File: config.mk
export PLATFORM = sky130hd
export DESIGN_NAME = gfg_register_bank
export DESIGN_NICKNAME = d
export VERILOG_FILES = /design/src/rtl/gfg_register_bank.sv
export SDC_FILE = /design/constraint.sdc
export NUM_CORES = 1
export LEC_CHECK = 0
export BUFFER_PORTS_ARGS = -buffer_cell sky130_fd_sc_hd__buf_2
export CAP_MARGIN = 20
export CORE_MARGIN = 3
export CORE_UTILIZATION = 55
export DETAILED_ROUTE_END_ITERATION = 8
export PLACE_DENSITY = 0.86
export SKIP_CTS_REPAIR_TIMING = 1
export SLEW_MARGIN = 0
export SYNTH_ARGS = -nofsm -noshare
export SYNTH_HDL_FRONTEND = slang
export SYNTH_SLANG_ARGS = --single-unit
File: constraint.sdc
create_clock -name i_sys_clk -period 2.7 [get_ports i_sys_clk]
set_input_delay 0.405 -clock i_sys_clk [delete_from_list [all_inputs] [get_ports i_sys_clk]]
set_output_delay 0.405 -clock i_sys_clk [all_outputs]
set_load 0.02 [all_outputs]
File: src/rtl/gfg_register_bank.sv
// Register bank behind gfg_spi_slave: ID/CTRL/CMD/STATUS registers plus shadow
// parameters that reach the core only through a busy-deferred commit.
module gfg_register_bank #(
  parameter int                        NUM_REGISTERS  = 32,
  parameter int                        REGISTER_WIDTH = 32,
  parameter int                        NUM_PARAMS     = 12,
  parameter logic [REGISTER_WIDTH-1:0] ID_VALUE       = 32'h6766_0001
) (
  input  logic                                 i_sys_clk,
  input  logic                                 i_arst_n,
  input  logic [$clog2(NUM_REGISTERS)-1:0]     i_reg_addr,
  input  logic [REGISTER_WIDTH-1:0]            i_reg_write_data,
  input  logic                                 i_reg_write_en,
  output logic [REGISTER_WIDTH-1:0]            o_reg_read_data,
  input  logic                                 i_busy,
  input  logic                                 i_error_pulse,
  output logic                                 o_enable,
  output logic [NUM_PARAMS*REGISTER_WIDTH-1:0] o_active_params,
  output logic                                 o_commit_pulse,
  output logic                                 o_soft_rst_pulse
);

  localparam int AW = $clog2(NUM_REGISTERS);
  localparam int W  = REGISTER_WIDTH;

  localparam logic [AW-1:0] ADDR_ID     = AW'(0);
  localparam logic [AW-1:0] ADDR_CTRL   = AW'(1);
  localparam logic [AW-1:0] ADDR_CMD    = AW'(2);
  localparam logic [AW-1:0] ADDR_STATUS = AW'(3);
  localparam int            SHADOW_BASE = 4;

  localparam logic [0:0] ST_IDLE    = 1'b0;
  localparam logic [0:0] ST_PENDING = 1'b1;

  logic [W-1:0] ctrl;
  logic [W-1:0] shadow [NUM_PARAMS];
  logic         err;
  logic [0:0]   state;

  logic cmd_wr;
  logic ctrl_wr;
  logic status_wr;
  logic commit_now;

  assign cmd_wr     = i_reg_write_en && (i_reg_addr == ADDR_CMD);
  assign ctrl_wr    = i_reg_write_en && (i_reg_addr == ADDR_CTRL);
  assign status_wr  = i_reg_write_en && (i_reg_addr == ADDR_STATUS);
  assign commit_now = (state == ST_PENDING) && !i_busy;

  assign o_enable = ctrl[0];

  // NOTE: sequential state uses non-blocking assignments so every flop samples pre-edge values.
  always_ff @(posedge i_sys_clk or negedge i_arst_n) begin
    if (!i_arst_n) begin
      ctrl <= '0;
    end else if (ctrl_wr) begin
      ctrl <= i_reg_write_data;
    end
  end

  // NOTE: the shadow array is a register file that must read 0 after reset, so it is reset element by element.
  always_ff @(posedge i_sys_clk or negedge i_arst_n) begin
    if (!i_arst_n) begin
      for (int i = 0; i < NUM_PARAMS; i++) shadow[i] <= '0;
    end else begin
      for (int i = 0; i < NUM_PARAMS; i++) begin
        if (i_reg_write_en && (i_reg_addr == AW'(SHADOW_BASE + i))) shadow[i] <= i_reg_write_data;
      end
    end
  end

  // A request arriving while already pending is absorbed into the pending commit.
  always_ff @(posedge i_sys_clk or negedge i_arst_n) begin
    if (!i_arst_n) begin
      state <= ST_IDLE;
    end else begin
      case (state)
        ST_IDLE:    if (cmd_wr && i_reg_write_data[0]) state <= ST_PENDING;
        ST_PENDING: if (!i_busy) state <= ST_IDLE;
        default:    state <= ST_IDLE;
      endcase
    end
  end

  always_ff @(posedge i_sys_clk or negedge i_arst_n) begin
    if (!i_arst_n) begin
      o_active_params  <= '0;
      o_commit_pulse   <= 1'b0;
      o_soft_rst_pulse <= 1'b0;
    end else begin
      o_commit_pulse   <= commit_now;
      o_soft_rst_pulse <= cmd_wr && i_reg_write_data[1];
      if (commit_now) begin
        for (int i = 0; i < NUM_PARAMS; i++) o_active_params[i*W +: W] <= shadow[i];
      end
    end
  end

  // Error set has priority over a coincident write-1-to-clear.
  always_ff @(posedge i_sys_clk or negedge i_arst_n) begin
    if (!i_arst_n) begin
      err <= 1'b0;
    end else if (i_error_pulse) begin
      err <= 1'b1;
    end else if (status_wr && i_reg_write_data[1]) begin
      err <= 1'b0;
    end
  end

  // NOTE: the read mux assigns a default first so no path through it infers a latch.
  always_comb begin
    o_reg_read_data = '0;
    case (i_reg_addr)
      ADDR_ID:     o_reg_read_data = ID_VALUE;
      ADDR_CTRL:   o_reg_read_data = ctrl;
      ADDR_STATUS: o_reg_read_data = {{(W-3){1'b0}}, (state == ST_PENDING), err, i_busy};
      default:     o_reg_read_data = '0;
    endcase
    for (int i = 0; i < NUM_PARAMS; i++) begin
      if (i_reg_addr == AW'(SHADOW_BASE + i)) o_reg_read_data = shadow[i];
    end
  end

endmodule
==> flow_summary.ini, run 1 <==
[placed_design]
postPlaceCellArea_sq_um = 38100
routabilityCongestion = 0.962
io_buffers = 460
hpwl_mm = 82.4
pre_cts_ws_ps = -232

[clocking]
cts_made_buffers = 77
clk_pin_slew_worst_paths_ps = 60
cts.sinks = 804
htreeDepth = 3
cts_root_buffer = clkbuf_16
clk_path_buf_depth = 3
cts_tree = built
insertion_delay_ps = 630

[cells_and_area]
areaGrowthSynthToFinish_pct = 20.8
stdcell_area_sq_um = 41100
fin_nets = 3724
fillerInstances = 4208
drive_above_1_share_pct = 33.5
multi_input_area_sq_um = 13000
seqCellArea_sq_um = 20100

[sta]
rsz0062_at_grt = true
timing.hold.ws_ps = 40.4
hold_violations = 0
fin_crit_sh_pct = 101
setup_viol = 2
final-max-slew-violation-count = 0
slew_headroom_pct = 50.7
worst_slack_ps = -22.0
max_freq_mhz = 367
min_period_ps = 2720
fin_skew_ps = 20.2
setup_tns_ps = -22.3
worst_pin_slew_ps = 739

[synthesis]
synth_top_area_share_pct = 59.2
yosys_register_bits = 804
synthesis.nets = 3226
ys_types = 69
synth_area_leader_cell = dfrtp_1
ys.flop_type = dfrtp_1
synth_edf_count = 0
async_reset_ff_share_pct = 100
avgSynthCellArea_sq_um = 10.7
yosys_warnings = 0
syn_area_sq_um = 34000
yosysSeqAreaShare_pct = 59.2
yosys-top-cells-area = dfrtp_1 (59%), mux2_2 (13%), nand2_1 (12%)
synthCells = 3184

[global_route]
grt_usage_pct = 36.1
grt_pass1_vias = 27600
grt_pass1_wl_mm = 175
antenna_found_initial = 20
grt.busiest_layer = met2
grt_use_met3_pct = 10.8
grt_max_degree = 162
overflow = 0
use_met1_pct = 48.7
use_met2_pct = 52.9

[floorplan]
fp.dieArea_sq_um = 64800
pin_count = 461
die_width_um = 255
core-area_sq_um = 60800
die_y_um = 255
start_util_pct = 55.9
rows = 90

[detailed_routing]
drc = 0
drt_iter0_drc = 3750
num_vias = 28000
dr.pass1.iters = 6
wl_per_cell_um = 26.1
vias_per_cell = 6.17
wirelength_mm = 118
ant_nets = 0

[setup_path]
rr_worst_depth = 5
crit_required_ps = 2300
critPathKind = reg -> out
reg2reg_from = state$_DFF_PN0_
startpoint_type = flop
crit_path_end_kind = output port
cp.arrival_ps = 2320
rr_endpoint = o_active_params[81]$_DFFE_PN0P_
reg2reg_slack_ps = 820
crit_fanout = 2
crit_path_start = shadow[296]$_DFFE_PN0P_

[pwr]
switching_share_pct = 29.1
powerDensity_nw_per_um2 = 759
seqPwrFrac_pct = 49.6
switching_power_uw = 9080
peakVddDrop_mv = 0.420
p_leak_uw = 0.0220
p_comb_share_pct = 14.5
p_clk_share_pct = 35.9
total_power_uw = 31200
p_int_uw = 22100

[hold_path]
hp-class = in -> reg
min_path_cells = 2
min_from = i_error_pulse
min_to = err$_DFFE_PN0P_

[job]
drv_cap = 0

[run_status]
status = complete, but fails checks
violations = setup timing
-- logic make-up (layout without fill, tap and decap cells) --
logic type	after synthesis	count (layout)	share of synthesized area [%]
AOI/OAI and AO/OA	384	384	7.34
buffers and inverters	260	814	3.30
DFF	804	804	59.2
muxes	430	430	14.6
other	0	19	0
and+or+nand+nor	1306	1306	15.6
-- routing by layer --
metal / wire, um / up-vias
met5: 37 / -
li1: - / 11700
met1: 43600 / 14000
met2: 52000 / 1962
met3: 15400 / 394
met4: 7360 / 4
-- critical path, cell delays in order, from the launching register on --
cell and delay (ps):
dfrtp_1 410, mux2_4 280, a221oi_2 220, o311ai_1 120, buf_4 160, a221o_1 350, buf_6 160
-- cell usage in the layout (no fill, tap or decap), types with 11 or more instances in the layout --
| master | instances |
|---|---|
| and3_1 | 14 |
| dfrtp_1 | 803 |
| o221ai_1 | 18 |
| nor2_1 | 44 |
| diode_2 | 19 |
| o22ai_1 | 20 |
| clkinv_2 | 15 |
| o21ai_0 | 110 |
| nand3_1 | 18 |
| a22o_1 | 11 |
| nand2_1 | 1128 |
| a22oi_1 | 35 |
| inv_1 | 36 |
| buf_12 | 36 |
| clkbuf_8 | 14 |
| clkbuf_16 | 81 |
| buf_4 | 143 |
| nand2b_1 | 13 |
| a21oi_1 | 72 |
| mux2_4 | 31 |
| mux2_2 | 385 |
| buf_2 | 448 |
| o21a_1 | 18 |
| nor2b_1 | 12 |
-- state kept, by name, summed over array words and instances (netlist names) --
signal	cells
shadow	384
o_active_params	384
state	1
o_commit_pulse	1
err	1
o_soft_rst_pulse	1
ctrl	32
-- metrics by stage --
step | instances | util (%)
after global placement | 4380 | 62.7
after detailed placement | 4380 | 62.7
after floorplan | 3184 | -
after global routing | 4531 | 67.5
after CTS | 4515 | 67.0
final | 4539 | 67.5
-- synth_stat cells, types with 5 or more instances --
master,n
a32oi_1,5
mux2_2,386
o21ai_1,8
a31oi_1,9
o2bb2ai_1,7
o21a_1,18
buf_1,6
o221ai_1,18
o22ai_1,20
nand2_1,1129
o22a_1,7
mux2i_1,6
buf_4,6
nor2_1,51
nand2b_1,16
buf_6,7
a22o_1,11
a222oi_1,8
a21o_1,5
mux2_4,30
nor2_2,5
nor2b_1,16
dfrtp_1,804
nand3_1,18
nand4_1,6
a21bo_2,7
inv_1,36
nor4_1,7
o21ai_0,115
a22oi_1,36
clkbuf_1,146
and3_1,14
o211ai_1,5
buf_2,58
mux2_1,8
a221o_1,9
a21oi_1,73
-- power groups by stage --
stage               Clock (uW)  Sequential, uW  Combinational (uW)
finish                   11200           15500                4510
global route             11700           15600                4830
CTS                      11200           15300                4410
detailed placement           0           15500                4320
global placement             0           15400                4170
floorplan                    0           15400                2060
-- final cells by class --
type | count | area share, %
diodes | 19 | 0.116
multi-input cells | 2120 | 31.6
well taps | 782 | 2.38
clock inverters | 30 | 0.798
flip-flops and latches | 804 | 49.0
clock buffers | 105 | 5.50
repair buffers | 642 | 10.2
inverters | 37 | 0.356
-- worst max-delay path by stage --
stage / end / depth (start not counted) / slack [ps]
finish: o_reg_read_data[8] / 6 / -20
global route: o_reg_read_data[8] / 6 / -70
CTS: o_reg_read_data[17] / 9 / -240
detailed placement: o_reg_read_data[17] / 9 / -230
global placement: o_reg_read_data[17] / 9 / -180
floorplan: o_reg_read_data[20] / 7 / 200
No activity file was read; power rests on OpenSTA's default activity.
==> run 2, diff against run 1 <==
--- a/config.mk
+++ b/config.mk
@@ -8,9 +8,9 @@
 export BUFFER_PORTS_ARGS = -buffer_cell sky130_fd_sc_hd__buf_2
 export CAP_MARGIN = 20
 export CORE_MARGIN = 3
-export CORE_UTILIZATION = 55
+export CORE_UTILIZATION = 58
 export DETAILED_ROUTE_END_ITERATION = 8
-export PLACE_DENSITY = 0.86
+export PLACE_DENSITY = 0.89
 export SKIP_CTS_REPAIR_TIMING = 1
 export SLEW_MARGIN = 0
 export SYNTH_ARGS = -nofsm -noshare
==> run 2 against run 1 <==
- the flow still finishes with violations (setup timing)
- non-clock buffer count is 24 higher
- core utilization is 4.0 points higher
- critical path depth is 1 lower
- critical path type unchanged
- clock power is 5% higher
- combinational power hardly changed
- sequential power hardly changed
==> flow_summary.ini, run 2 (synthesis gave the netlist of run 1 again) <==
[sta]
worst_pin_slew_ps = 1110
rsz0062_at_grt = true
setup_tns_ps = -148
slew_headroom_pct = 25.9
worst_slack_ps = -84.1
hold_violations = 0
max_freq_mhz = 359
setup_viol = 4
fin_skew_ps = 18.4
min_period_ps = 2780
fin_crit_sh_pct = 103
final-max-slew-violation-count = 0

[setup_path]
path_buf_inv = 1
critical-path-top-delay-family = compound AO/OA/AOI/OAI gates
path_depth = 5
startpoint_type = flop
rr_worst_depth = 3
cp.arrival_ps = 2380
slowest_stage = a221o_1
crit_required_ps = 2300
max_stage_delay_ps = 440
crit_path_end_kind = output port
crit_fanout = 3
critPathKind = reg -> out
path_cells = mux2_4 -> a221oi_2 -> o311ai_2 -> a221o_1 -> buf_6

[floorplan]
core-area_sq_um = 57800
rows = 88
die_y_um = 248
start_util_pct = 58.8
die_width_um = 248
fp.dieArea_sq_um = 61600
pin_count = 461

[cells_and_area]
fillerInstances = 3700
largest_registers = o_active_params: 384 flops, shadow: 384 flops, ctrl: 32 flops
areaGrowthSynthToFinish_pct = 21.7
layout.cells.non_filler = 4544
fin_nets = 3749
layout_commonest_cell = nand2_1
final_cell_mix = nand2_1 (1,129), dfrtp_1 (802), buf_2 (447), mux2_2 (385), buf_4 (170)
stdcell_area_sq_um = 41400
drive_above_1_share_pct = 33.8

[global_route]
grt_max_degree = 230
use_met2_pct = 56.0
grt_pass1_vias = 27800
grt_use_met3_pct = 12.3
overflow = 0
antenna_found_initial = 15
grt_usage_pct = 37.9
use_met1_pct = 50.5
grt_pass1_wl_mm = 175
grt.busiest_layer = met2

[pwr]
switching_share_pct = 28.9
seqPwrFrac_pct = 48.8
p_leak_uw = 0.0222
p_comb_share_pct = 14.1
peakVddDrop_mv = 0.504
p_clk_share_pct = 37.1
p_int_uw = 22700
total_power_uw = 31900
switching_power_uw = 9210
powerDensity_nw_per_um2 = 771

[clocking]
insertion_delay_ps = 630
cts_made_buffers = 78
clk_pin_slew_worst_paths_ps = 70
clk_path_buf_depth = 3
htreeDepth = 3
cts_tree = built
cts_root_buffer = clkbuf_16
cts.sinks = 804

[detailed_routing]
ant_nets = 0
wl_per_cell_um = 26.0
dr.pass1.iters = 6
drt_iter0_drc = 3682
vias_per_cell = 6.22
drc = 0
num_vias = 28300
wirelength_mm = 118

[run_status]
violations = setup timing
status = complete, but fails checks

[hold_path]
min_path_cells = 3
hp-class = in -> reg

[placed_design]
postPlaceCellArea_sq_um = 38200
routabilityCongestion = 1.00
hpwl_mm = 81.7
dp.cells = 4378
io_buffers = 460

[job]
drv_cap = 0
## run 2: cell types whose count changed in the layout (fill, tap and decap cells not counted), sizes merged
cell | previous run | this run
diode | 19 | 11
inv | 37 | 43
dlygate4sd3 | 1 | 2
clkinv | 19 | 12
clkbuf | 108 | 110
clkinvlp | 5 | 6
bufinv | 6 | 12
buf | 638 | 659
## run 2: worst reg2reg max path, stage by stage, from the launching register on
cell and delay (ps):
dfrtp_1 480, nand2b_4 230, buf_12 560, o21ai_0 560
## run 2: final timing paths
kind / from / to / slack, ps
hold reg to reg: o_active_params[22]$_DFFE_PN0P_ / o_active_params[22]$_DFFE_PN0P_ / 470
min in group asynchronous: i_arst_n / o_active_params[250]$_DFFE_PN0P_ / 340
setup / recovery: shadow[296]$_DFFE_PN0P_ / o_reg_read_data[8] / -80
max in group asynchronous: i_arst_n / ctrl[19]$_DFFE_PN0P_ / 1340
hold / removal: i_busy / state$_DFF_PN0_ / 160
setup reg to reg: state$_DFF_PN0_ / o_active_params[124]$_DFFE_PN0P_ / 690
## run 2: layout make-up
class	count	area (sq um)	share of cell area (%)
Tap cell	765	957	2.31
Antenna cell	11	27.5	0.0665
Timing Repair Buffer	666	4380	10.6
Multi-Input combinational cell	2120	13000	31.4
Inverter	37	146	0.354
Clock inverter	36	524	1.27
Clock buffer	105	2250	5.43
Sequential cell	804	20100	48.6
## run 2: per-layer routing
metal | part of all wire [%] | wire [um]
met5 | 0.041 | 48
met4 | 6.1 | 7210
met3 | 13 | 15900
met2 | 44 | 52100
met1 | 36 | 42800
## run 2: through the flow
step | hold slack, ps | util (%) | setup slack (ps)
floorplan | 109 | - | 196
global placement | 400 | 66.1 | -110
detailed placement | 399 | 66.1 | -119
CTS | -256 | 70.9 | -246
global route | 146 | 71.6 | -90.7
finish | 159 | 71.6 | -84.1
## run 2: power by group through the flow
stage,registers [uW],clock network [uW],logic (uW)
floorplan,15400,0,2060
detailed placement,15500,0,4300
finish,15600,11800,4510
global route,15600,12300,4840
CTS,15400,11900,4400
global placement,15400,0,4140
